<file path="config.mk">
export PLATFORM = sky130hd
export DESIGN_NAME = keypad_scanner
export DESIGN_NICKNAME = d
export VERILOG_FILES = /design/src/rtl/keypad_scanner.sv
export SDC_FILE = /design/constraint.sdc
export NUM_CORES = 1
export LEC_CHECK = 0
export ABC_AREA = 1
export CORE_ASPECT_RATIO = 1.5
export CORE_UTILIZATION = 50
export DETAILED_ROUTE_END_ITERATION = 12
export PLACE_DENSITY = 0.69
export SLEW_MARGIN = 10
export SYNTH_ARGS = -nofsm -noshare
export SYNTH_HDL_FRONTEND = slang
export SYNTH_SLANG_ARGS = --single-unit
export TNS_END_PERCENT = 5
</file>
<file path="constraint.sdc">
create_clock -name clk -period 3.7 [get_ports clk]
set_input_delay 0.74 -clock clk [delete_from_list [all_inputs] [get_ports clk]]
set_output_delay 0.74 -clock clk [all_outputs]
set_load 0.005 [all_outputs]
</file>
<file path="src/rtl/keypad_scanner.sv">
`default_nettype none
// ============================================================================
// Module   : keypad_scanner
// Purpose  : Scans an NROWS x NCOLS active-low matrix keypad one column at a
//            time. It debounces press and release over whole scan frames and
//            rejects frames that contain more than one key. It emits a
//            registered key code with a one-cycle valid strobe, and can
//            optionally auto-repeat while a key is held.
// Ports    : clk        - system clock
//            reset      - asynchronous, active-high reset
//            kpr        - row inputs, active low, asynchronous to clk
//            kpc        - registered column drive, exactly one bit low
//            key_code   - row*NCOLS + col of the accepted key
//            key_valid  - 1-cycle strobe on a new press or an auto-repeat
//            key_held   - high from an accepted press until an accepted release
//            multi_err  - 1-cycle strobe after a frame that saw two or more keys
// Revision : 1.0 - initial release
// ============================================================================
module keypad_scanner #(
    parameter int NROWS       = 4,
    parameter int NCOLS       = 4,
    parameter int SCAN_DIV    = 50000,
    parameter int DEBOUNCE    = 4,
    parameter int REPEAT_DLY  = 0,
    parameter int REPEAT_RATE = 8,
    localparam int CW = (NROWS * NCOLS > 1) ? $clog2(NROWS * NCOLS) : 1
) (
    input  logic             clk,
    input  logic             reset,
    input  logic [NROWS-1:0] kpr,
    output logic [NCOLS-1:0] kpc,
    output logic [CW-1:0]    key_code,
    output logic             key_valid,
    output logic             key_held,
    output logic             multi_err
);

    localparam int c_DIV_W   = $clog2(SCAN_DIV);
    localparam int c_COL_W   = $clog2(NCOLS);
    localparam int c_ROW_W   = (NROWS > 1) ? $clog2(NROWS) : 1;
    localparam int c_DEB_W   = $clog2(DEBOUNCE + 1);
    localparam int c_RPT_MAX = (REPEAT_DLY > 0) ? REPEAT_DLY : 1;
    localparam int c_RPT_W   = $clog2(c_RPT_MAX + 1);
    localparam int c_RATE_W  = $clog2(REPEAT_RATE + 1);

    localparam logic [c_DIV_W-1:0]  c_DIV_LAST = c_DIV_W'(SCAN_DIV - 1);
    localparam logic [c_DIV_W-1:0]  c_DIV_ONE  = c_DIV_W'(1);
    localparam logic [c_COL_W-1:0]  c_COL_LAST = c_COL_W'(NCOLS - 1);
    localparam logic [c_COL_W-1:0]  c_COL_ONE  = c_COL_W'(1);
    localparam logic [NCOLS-1:0]    c_KPC_BIT0 = NCOLS'(1);
    localparam logic [c_DEB_W-1:0]  c_DEB_N    = c_DEB_W'(DEBOUNCE);
    localparam logic [c_DEB_W-1:0]  c_DEB_ONE  = c_DEB_W'(1);
    localparam logic [c_RPT_W-1:0]  c_RPT_N    = c_RPT_W'(c_RPT_MAX);
    localparam logic [c_RPT_W-1:0]  c_RPT_ONE  = c_RPT_W'(1);
    localparam logic [c_RATE_W-1:0] c_RATE_N   = c_RATE_W'(REPEAT_RATE);
    localparam logic [c_RATE_W-1:0] c_RATE_ONE = c_RATE_W'(1);

    localparam logic [1:0] c_S_IDLE    = 2'd0;
    localparam logic [1:0] c_S_DEB     = 2'd1;
    localparam logic [1:0] c_S_PRESSED = 2'd2;
    localparam logic [1:0] c_S_REL     = 2'd3;

    // Registers
    logic [NROWS-1:0]    r_kpr_m, r_kpr_s;
    logic [c_DIV_W-1:0]  r_dwell;
    logic [c_COL_W-1:0]  r_col;
    logic [NCOLS-1:0]    r_kpc;
    logic [1:0]          r_acc_n;      // keys seen so far this frame, saturates at 2
    logic [CW-1:0]       r_acc_code;
    logic [1:0]          r_state;
    logic [CW-1:0]       r_cand;
    logic [c_DEB_W-1:0]  r_cnt;
    logic [c_DEB_W-1:0]  r_rcnt;
    logic [c_RPT_W-1:0]  r_rpt;        // saturates at REPEAT_DLY
    logic [c_RATE_W-1:0] r_rate;
    logic [CW-1:0]       r_key_code;
    logic                r_key_valid, r_key_held, r_multi_err;

    // Combinational
    logic                w_sample, w_frame_end;
    logic [c_COL_W-1:0]  w_col_nxt;
    logic [1:0]          w_col_n;
    logic [c_ROW_W-1:0]  w_col_row;
    logic [CW-1:0]       w_col_code;
    logic [1:0]          w_tot_n;
    logic [CW-1:0]       w_tot_code;
    logic                w_none, w_single, w_multi, w_accept;
    logic [1:0]          w_nxt_state;
    logic [CW-1:0]       w_nxt_cand, w_nxt_code;
    logic [c_DEB_W-1:0]  w_nxt_cnt, w_nxt_rcnt;
    logic [c_RPT_W-1:0]  w_nxt_rpt;
    logic [c_RATE_W-1:0] w_nxt_rate;
    logic                w_nxt_valid, w_nxt_held, w_nxt_multi;

    assign w_sample    = (r_dwell == c_DIV_LAST);
    assign w_frame_end = w_sample && (r_col == c_COL_LAST);
    assign w_col_nxt   = (r_col == c_COL_LAST) ? '0 : r_col + c_COL_ONE;

    // Count low rows in the driven column (saturating at 2) and remember one.
    always_comb begin
        w_col_n   = 2'd0;
        w_col_row = '0;
        for (int i = 0; i < NROWS; i++) begin
            if (!r_kpr_s[i]) begin
                if (w_col_n != 2'd2) w_col_n = w_col_n + 2'd1;
                w_col_row = c_ROW_W'(i);
            end
        end
    end

    assign w_col_code = CW'(int'(w_col_row) * NCOLS + int'(r_col));

    // Merge this column into the frame tally; only meaningful when w_sample.
    always_comb begin
        w_tot_n    = r_acc_n;
        w_tot_code = r_acc_code;
        if (w_col_n == 2'd2) begin
            w_tot_n = 2'd2;
        end else if (w_col_n == 2'd1) begin
            if (r_acc_n == 2'd0) begin
                w_tot_n    = 2'd1;
                w_tot_code = w_col_code;
            end else begin
                w_tot_n = 2'd2;
            end
        end
    end

    assign w_none   = (w_tot_n == 2'd0);
    assign w_single = (w_tot_n == 2'd1);
    assign w_multi  = (w_tot_n == 2'd2);

    // Next-state and output logic, evaluated only at frame end.
    always_comb begin
        w_nxt_state = r_state;
        w_nxt_cand  = r_cand;
        w_nxt_cnt   = r_cnt;
        w_nxt_rcnt  = r_rcnt;
        w_nxt_rpt   = r_rpt;
        w_nxt_rate  = r_rate;
        w_nxt_code  = r_key_code;
        w_nxt_held  = r_key_held;
        w_nxt_valid = 1'b0;
        w_accept    = 1'b0;
        if (w_frame_end) begin
            case (r_state)
                c_S_IDLE: begin
                    if (w_single) begin
                        w_nxt_cand = w_tot_code;
                        if (DEBOUNCE == 1) begin
                            w_accept = 1'b1;
                        end else begin
                            w_nxt_state = c_S_DEB;
                            w_nxt_cnt   = c_DEB_ONE;
                        end
                    end
                end
                c_S_DEB: begin
                    if (w_single && (w_tot_code == r_cand)) begin
                        if (r_cnt + c_DEB_ONE == c_DEB_N) w_accept = 1'b1;
                        else                              w_nxt_cnt = r_cnt + c_DEB_ONE;
                    end else begin
                        w_nxt_state = c_S_IDLE;
                        w_nxt_cnt   = '0;
                    end
                end
                c_S_PRESSED: begin
                    if (w_none) begin
                        if (DEBOUNCE == 1) begin
                            w_nxt_state = c_S_IDLE;
                            w_nxt_held  = 1'b0;
                        end else begin
                            w_nxt_state = c_S_REL;
                            w_nxt_rcnt  = c_DEB_ONE;
                        end
                    end else if (REPEAT_DLY > 0) begin
                        // Initial delay first, then a free-running rate divider.
                        if (r_rpt != c_RPT_N) begin
                            w_nxt_rpt = r_rpt + c_RPT_ONE;
                            if (r_rpt + c_RPT_ONE == c_RPT_N) w_nxt_valid = 1'b1;
                        end else if (r_rate + c_RATE_ONE == c_RATE_N) begin
                            w_nxt_valid = 1'b1;
                            w_nxt_rate  = '0;
                        end else begin
                            w_nxt_rate = r_rate + c_RATE_ONE;
                        end
                    end
                end
                c_S_REL: begin
                    if (w_none) begin
                        if (r_rcnt + c_DEB_ONE == c_DEB_N) begin
                            w_nxt_state = c_S_IDLE;
                            w_nxt_held  = 1'b0;
                            w_nxt_rcnt  = '0;
                        end else begin
                            w_nxt_rcnt = r_rcnt + c_DEB_ONE;
                        end
                    end else begin
                        // Bounce during release: back to held, repeat timing kept.
                        w_nxt_state = c_S_PRESSED;
                        w_nxt_rcnt  = '0;
                    end
                end
                default: w_nxt_state = c_S_IDLE;
            endcase
            if (w_accept) begin
                w_nxt_state = c_S_PRESSED;
                w_nxt_code  = w_tot_code;
                w_nxt_held  = 1'b1;
                w_nxt_valid = 1'b1;
                w_nxt_cnt   = '0;
                w_nxt_rpt   = '0;
                w_nxt_rate  = '0;
            end
        end
    end

    assign w_nxt_multi = w_frame_end && w_multi;

    always_ff @(posedge clk or posedge reset) begin
        if (reset) begin
            r_kpr_m     <= '1;
            r_kpr_s     <= '1;
            r_dwell     <= '0;
            r_col       <= '0;
            r_kpc       <= ~c_KPC_BIT0;
            r_acc_n     <= 2'd0;
            r_acc_code  <= '0;
            r_state     <= c_S_IDLE;
            r_cand      <= '0;
            r_cnt       <= '0;
            r_rcnt      <= '0;
            r_rpt       <= '0;
            r_rate      <= '0;
            r_key_code  <= '0;
            r_key_valid <= 1'b0;
            r_key_held  <= 1'b0;
            r_multi_err <= 1'b0;
        end else begin
            r_kpr_m <= kpr;
            r_kpr_s <= r_kpr_m;
            if (w_sample) begin
                r_dwell <= '0;
                r_col   <= w_col_nxt;
                r_kpc   <= ~(c_KPC_BIT0 << w_col_nxt);
            end else begin
                r_dwell <= r_dwell + c_DIV_ONE;
            end
            if (w_frame_end) begin
                r_acc_n    <= 2'd0;
                r_acc_code <= '0;
            end else if (w_sample) begin
                r_acc_n    <= w_tot_n;
                r_acc_code <= w_tot_code;
            end
            r_state     <= w_nxt_state;
            r_cand      <= w_nxt_cand;
            r_cnt       <= w_nxt_cnt;
            r_rcnt      <= w_nxt_rcnt;
            r_rpt       <= w_nxt_rpt;
            r_rate      <= w_nxt_rate;
            r_key_code  <= w_nxt_code;
            r_key_valid <= w_nxt_valid;
            r_key_held  <= w_nxt_held;
            r_multi_err <= w_nxt_multi;
        end
    end

    assign kpc       = r_kpc;
    assign key_code  = r_key_code;
    assign key_valid = r_key_valid;
    assign key_held  = r_key_held;
    assign multi_err = r_multi_err;

endmodule
`default_nettype wire

</file>
==> impl_results.md, run 1 <==
- Placer Congestion: 0.859
- Commonest non-fill, non-tap cell in the layout: nand2_1
- Largest net degree at the start of global routing: 34
- Clock Skew: 0.0170 ns
- Core region area: 5490 um2
- Crit path capture type: register
- DP HPWL: 4.02 mm
- First-pass GRT wire length: 9.32 mm
- Status: finished, final reports clean
- IO Pins: 17
- Gr usage total: 20.1%
- RSZ-0062 raised after global routing: false
- Vias in the first global route: 2171
- CTS Root Cell: clkbuf_8
- Post-Synthesis Cells: 336
- CTS Hold Bufs: 0
- Ant diodes: 0
- H-tree levels: 2
- Synth unique cells: 32
- Via count: 2175
- Die ar.: 6020 um2
- Die Width: 63.7 um
- Final ANT Viol Nets: 0
- Post-synthesis sequential area ratio: 48.7%
- Initial core utilization: 52.0%
- Layout area overhead: 11.7%
- Max Slew Vio Count: 0
- Rows: 33
- DRC violations left: 0
- Worst Path Arrival: 3.04 ns
- Post-synth top area cell: dfrtp_1
- Wire length per cell: 12.4 um
- Post-synth top area share: 38.6%
- Critical Path RT: 3.91 ns
- Synthesized area: 2850 um2
- Final net count: 377
- Initial DRC Count: 138
- Final setup vio count: 0
- CTS Sinks: 55
- Clock slew at reported path FFs: 0.11 ns
- Critical-path maximum fanout: 10
- Peak Freq: 353 MHz
- CTS max path bufs: 2
- Post-CTS Setup Inserts: 0
- Worst Setup Path Type: reg -> reg
- Synth Area per Inst: 8.49 um2
- Clk_lat worst skew: 0.31 ns
- Worst Min Path Start: r_kpr_m[1]
- Synthesized net count: 355
- Count of final hold-check violations: 0
- Share of layout cells above drive strength 1: 15.3%
- Chip height: 94.5 um
- Initial antenna violation count: 0
- Worst slew pin tran: 0.668 ns
- Pleak: 1.57 nW
- Ranking of synthesized cells by area: dfrtp_1, dfstp_2, nand2_1
- Remaining Overflow, GRT: 0
- CTS resizes: 0
- Relative slew slack: 55.4%
- Fin crit share: 76.5%
- Max Cap Violations: 0
- Pwr dens: 320 nW/um2
- Fin Setup TNS: 0 ns
- CP Launch Type: register
- Drt total wl: 5.34 mm
- Tmin final: 2.83 ns
- Via/cell ratio: 5.07
- CTS tree: yes
- Number of I/O port buffers: 16
- HP Class: reg -> reg
- RR Startpoint: r_kpr_s[1]
- Commonest cells after routing, fill and taps aside: nand2_1, inv_1, dfrtp_1
- CP startpoint: r_kpr_s[1]
- Num CTS Buffers: 5
- 1st-pass router iterations: 4
- Yosys reg bits: 55
- Worst Hold Margin: 0.361 ns
- Maximum vdd drop: 0.000226 V
- Synth Warn #: 0
-- synthesized netlist by cell type --
library cell and instances:
nand2_2 14, nor2_1 26, nor4_1 2, ha_1 13, nand3b_1 1, nor2_4 1, dfstp_2 11, nand4_1 9
inv_1 45, o22ai_1 5, o31ai_1 1, nand3_2 3, a21oi_2 1, o21ai_1 6, inv_2 5, or2_1 1
nand3_1 23, o41ai_1 1, nor3_1 3, clkbuf_1 3, xnor2_1 1, dfrtp_1 44, nor2_2 4, nand2_4 4
xor2_1 4, o21ai_0 22, a21oi_1 7, nand4_4 1, nand2_1 71, o211ai_1 1, a22oi_1 1, nor3b_1 2
-- per-layer routing --
metal / vias to the layer above / routed length [um] / global-route usage (%)
li1: 1126 / - / -
met1: 1024 / 2300 / 21.8
met2: 15 / 2840 / 37.2
met3: 10 / 79 / 3.74
met4: 0 / 114 / 9.47
met5: - / 0 / 0
-- power by group --
group | total (mW) | leakage (nW) | internal [mW] | switching [mW]
clock | 0.323 | 0.0477 | 0.130 | 0.193
combinational | 0.0849 | 0.802 | 0.0260 | 0.0589
sequential | 0.612 | 0.716 | 0.609 | 0.00314
-- sequential cells by signal, summed over array words and instances, names as in the netlist --
name and cells:
key_valid 1, key_code 4, r_acc_n 2, r_col 2
r_cand 4, r_state 2, r_acc_code 4, r_cnt 3
r_dwell 16, multi_err 1, r_kpr_m 4, key_held 1
kpc 4, r_rcnt 3, r_kpr_s 4
-- cells by family (layout without fill, tap and decap cells) --
family,Yosys count,count (layout),synth area share [%]
buf+inv,53,76,6.97
compound gates,45,45,8.64
simple gates,165,165,28.5
fa+ha+maj,13,13,5.70
xor+xnor,5,5,1.53
flops,55,55,48.7
-- layout make-up --
cell class                 instances  area (um2)
fill                             507        2300
sequential                        55        1390
multi-input combinational        228        1260
inverter                          50         188
timing repair buffer              18         175
tap                               70        87.6
clock buffer                       5        68.8
clock inverter                     3        15.0
-- per-stage QoR --
step | worst slack [ns] | utilization, % | std cells | total power [mW] | area (um2)
6_report | 0.870 | 58.1 | 429 | 1.02 | 3190
3_5_place_dp | 0.842 | 56.6 | 421 | 0.710 | 3110
5_1_grt | 0.615 | 58.1 | 429 | 1.07 | 3190
4_1_cts | 0.843 | 58.1 | 429 | 1.03 | 3190
3_3_place_gp | 0.920 | 56.6 | 421 | 0.709 | 3110
2_1_floorplan | 1.12 | - | 336 | 0.689 | 2850
-- path summary, 6_finish.rpt --
kind                                     to  cells after the start  slack [ns]
worst min register to register   r_kpr_s[1]                      0        0.36
min in group asynchronous         multi_err                      2        0.85
worst max-delay path            key_code[1]                     17        0.87
max in group asynchronous          r_cnt[0]                      3        2.09
worst max register to register  key_code[1]                     17        0.87
worst min-delay path             r_kpr_s[1]                      0        0.36
-- worst max-delay path, stage by stage (launching register included) --
cell and delay, ns:
dfstp_2 0.54, inv_1 0.05, ha_1 0.27, nand2_1 0.06
nand2_2 0.08, inv_1 0.04, ha_1 0.27, or2_1 0.26
nand2_4 0.13, nand3_1 0.12, nand2_2 0.10, nand2_2 0.06
nor2_2 0.14, nand3_2 0.10, nor2_4 0.15, nand4_4 0.17
nand2_1 0.11, o21ai_1 0.07
Note: power is estimated with default switching activity, not from simulation.
==> inputs of run 2 (changes only) <==
Clock period 3.7 ns to 2.7 ns, I/O delays scaled along.
==> run 2 against run 1 <==
Against the previous run: utilization is 3.9 points higher; the run now ends with negative setup slack left; combinational power is 100% higher; die area stayed put; design area is 6.7% higher; largest cell class is now multi-input gates; register-to-register slack worse by 0.88 ns; clock skew is 0.0078 ns lower; sequential share of layout area is 2.7 points lower; critical endpoint is now key_code[3]; hold slack hardly changed.
==> impl_results.md, run 2 (synthesized netlist as in run 1, its figures left out) <==
- FILL cells: 500 (-1.4%)
- Initial DRC Count: 132 (-4.3%)
- Most Crowded Layer GR: met2
- DRC violations left: 0 (unchanged)
- Number of I/O port buffers: 16 (unchanged)
- Fin crit share: 100% (+24 points)
- Failing checks: negative setup slack
- 1st-pass router iterations: 5 (+1)
- Pwr dens: 427 nW/um2 (+34%)
- Worst Path Arrival: 2.91 ns (-0.13 ns)
- DP HPWL: 4.06 mm (+0.78%)
- Remaining Overflow, GRT: 0 (unchanged)
- Layout area overhead: 19.2%
- Share of layout cells above drive strength 1: 22.0% (+6.6 points)
- Final setup vio count: 2 (+2)
- CTS max path bufs: 2 (unchanged)
- Clk_lat worst skew: 0.31 ns (about the same)
- Critical-path maximum fanout: 8 (-2)
- Rows: 33 (unchanged)
- Worst slew pin tran: 0.696 ns (+0.0283 ns)
- Relative slew slack: 53.6% (-1.8 points)
- Largest register FFs: 16 (unchanged)
- Max Cap Violations: 0 (unchanged)
- CP Launch Type: register
- Largest net degree at the start of global routing: 56 (+65%)
- Initial core utilization: 52.0% (unchanged)
- First-pass GRT wire length: 9.99 mm (+7.2%)
- Via/cell ratio: 5.25 (+3.5%)
- Tmin final: 2.71 ns (-0.122 ns)
- Reg power frac: 57.7% (-2.3 points)
- Maximum vdd drop: 0.000277 V (+23%)
- IO Pins: 17 (unchanged)
- Setup slack after layout: -0.00785 ns (-0.878 ns)
- Gr usage total: 21.5% (+1.3 points)
- Num CTS Buffers: 5 (unchanged)
- Status: complete, but fails checks
- Vias in the first global route: 2259 (+4.1%)
- Die ar.: 6020 um2 (unchanged)
- Commonest non-fill, non-tap cell in the layout: nand2_1
- Chip height: 94.5 um (unchanged)
- Crit path capture type: register
- Clock slew at reported path FFs: 0.10 ns (about the same)
- Die Width: 63.7 um (unchanged)
- Met1 Use GR: 23.6% (+1.7 points)
- Drt total wl: 5.88 mm (+10%)
- Wire length per cell: 13.4 um (+7.6%)
- Placer Congestion: 0.870 (+1.3%)
- Peak Freq: 369 MHz (+4.5%)
- Initial antenna violation count: 0 (unchanged)
- Met2 Use GR: 40.6% (+3.4 points)
- Clock Power Share: 30.5% (-1.2 points)
- Final ANT Viol Nets: 0 (unchanged)
- Fin Setup TNS: -0.0128 ns (-0.0128 ns)
- Pint: 1.08 mW (+41%)
- Clock Skew: 0.00926 ns (-0.00778 ns)
- HP Class: reg -> reg
- Via count: 2303 (+5.9%)
- Multi-input logic area: 1410 um2 (+12%)
- Top reg by flops: r_dwell
- H-tree levels: 2 (unchanged)
- Sw Ratio: 25.8% (+0.74 points)
- CTS Root Cell: clkbuf_8
- RSZ-0062 raised after global routing: true
- CTS Sinks: 55 (unchanged)
- Critical Path RT: 2.90 ns (-1.01 ns)
- Count of final hold-check violations: 0 (unchanged)
- Total Power: 1.45 mW (+43%)
- Post-Route Utilization: 62.0% (+3.9 points)
- Max Slew Vio Count: 0 (unchanged)
- Final net count: 387 (+2.7%)
- CTS tree: yes
- Pleak: 1.62 nW (+3.7%)
- Core region area: 5490 um2 (unchanged)
- Seq. cell area: 1390 um2 (unchanged)
- Combinational group share of total power: 11.8% (+3.5 points)
- Commonest cells after routing, fill and taps aside: nand2_1, dfrtp_1, inv_1
- M3 GR Usage: 3.86% (+0.12 points)
- Switching power: 375 uW (+47%)
- Worst Setup Path Type: reg -> reg
- Ant diodes: 0 (unchanged)
-- run 2: cell type report --
| cell class | instances | share of cell area (%) |
|---|---|---|
| repair buffers | 27 | 7.13 |
| well taps | 70 | 2.57 |
| clock buffers | 6 | 2.13 |
| flip-flops and latches | 55 | 40.8 |
| multi-input cells | 229 | 41.5 |
| clock inverters | 2 | 0.331 |
| inverters | 50 | 5.51 |
-- run 2: stage by stage --
step	cells	worst slack [ns]	hold WS [ns]	instance area [um2]
finish	439	-0.00785	0.361	3400
global route	439	-0.138	0.366	3400
CTS	439	-0.0213	0.363	3370
detailed placement	428	-0.0802	0.348	3160
global placement	428	-0.00126	0.347	3160
floorplan	336	0.121	0.345	2850
-- run 2: final timing paths --
path | startpoint | to | slack, ns | cells after the start
setup / recovery | r_kpr_s[1] | key_code[3] | -0.008 | 17
hold / removal | r_kpr_m[2] | r_kpr_s[2] | 0.36 | 0
setup reg to reg | r_kpr_s[1] | key_code[3] | -0.008 | 17
hold reg to reg | r_kpr_m[2] | r_kpr_s[2] | 0.36 | 0
max in group asynchronous | reset | r_rcnt[2] | 1.50 | 3
min in group asynchronous | reset | r_dwell[2] | 0.73 | 3
-- run 2: layer usage --
layer  up-vias  share of wire, %
met1      1102                41
met3        10               2.6
li1       1153                 -
met2        38                55
met5         -                 0
met4         0               1.7
-- run 2: worst max-delay path: stages, from the launching register on --
cell and delay (ns):
dfstp_2 0.55, inv_2 0.05, ha_4 0.25, nand2_2 0.04, nand2_2 0.06, inv_2 0.05
ha_4 0.20, or2_4 0.25, nand2_8 0.12, inv_2 0.06, nand2_4 0.07, nand3_2 0.12
nor2_4 0.11, nand3_2 0.09, nor2_4 0.23, nand4_4 0.17, nand2_1 0.11, o21ai_1 0.06
-- run 2: what timing repair did --
item | CTS | global route
gates resized for setup | 18 | 8
gates cloned | 1 | 0
setup buffers | 2 | 0
pin swaps | 12 | 3
endpoints found under the hold margin | 0 | 0
endpoints found under the setup margin | 8 | 11
hold buffers | 0 | 0
-- run 2: power by group through the flow --
| stage | Clock [mW] | Combinational (mW) | Sequential, mW |
|---|---|---|---|
| after floorplan | 0 | 0.0903 | 0.853 |
| after global placement | 0 | 0.134 | 0.854 |
| after detailed placement | 0 | 0.137 | 0.854 |
| after CTS | 0.461 | 0.163 | 0.839 |
| after global routing | 0.487 | 0.187 | 0.840 |
| final | 0.444 | 0.172 | 0.839 |
==> inputs of run 3 (changes only) <==
Settings changed: ABC_CLOCK_PERIOD_IN_PS set to 2700.
==> results of run 3 <==
Same layout as run 2: the final DEF is identical, and so are final timing and power.
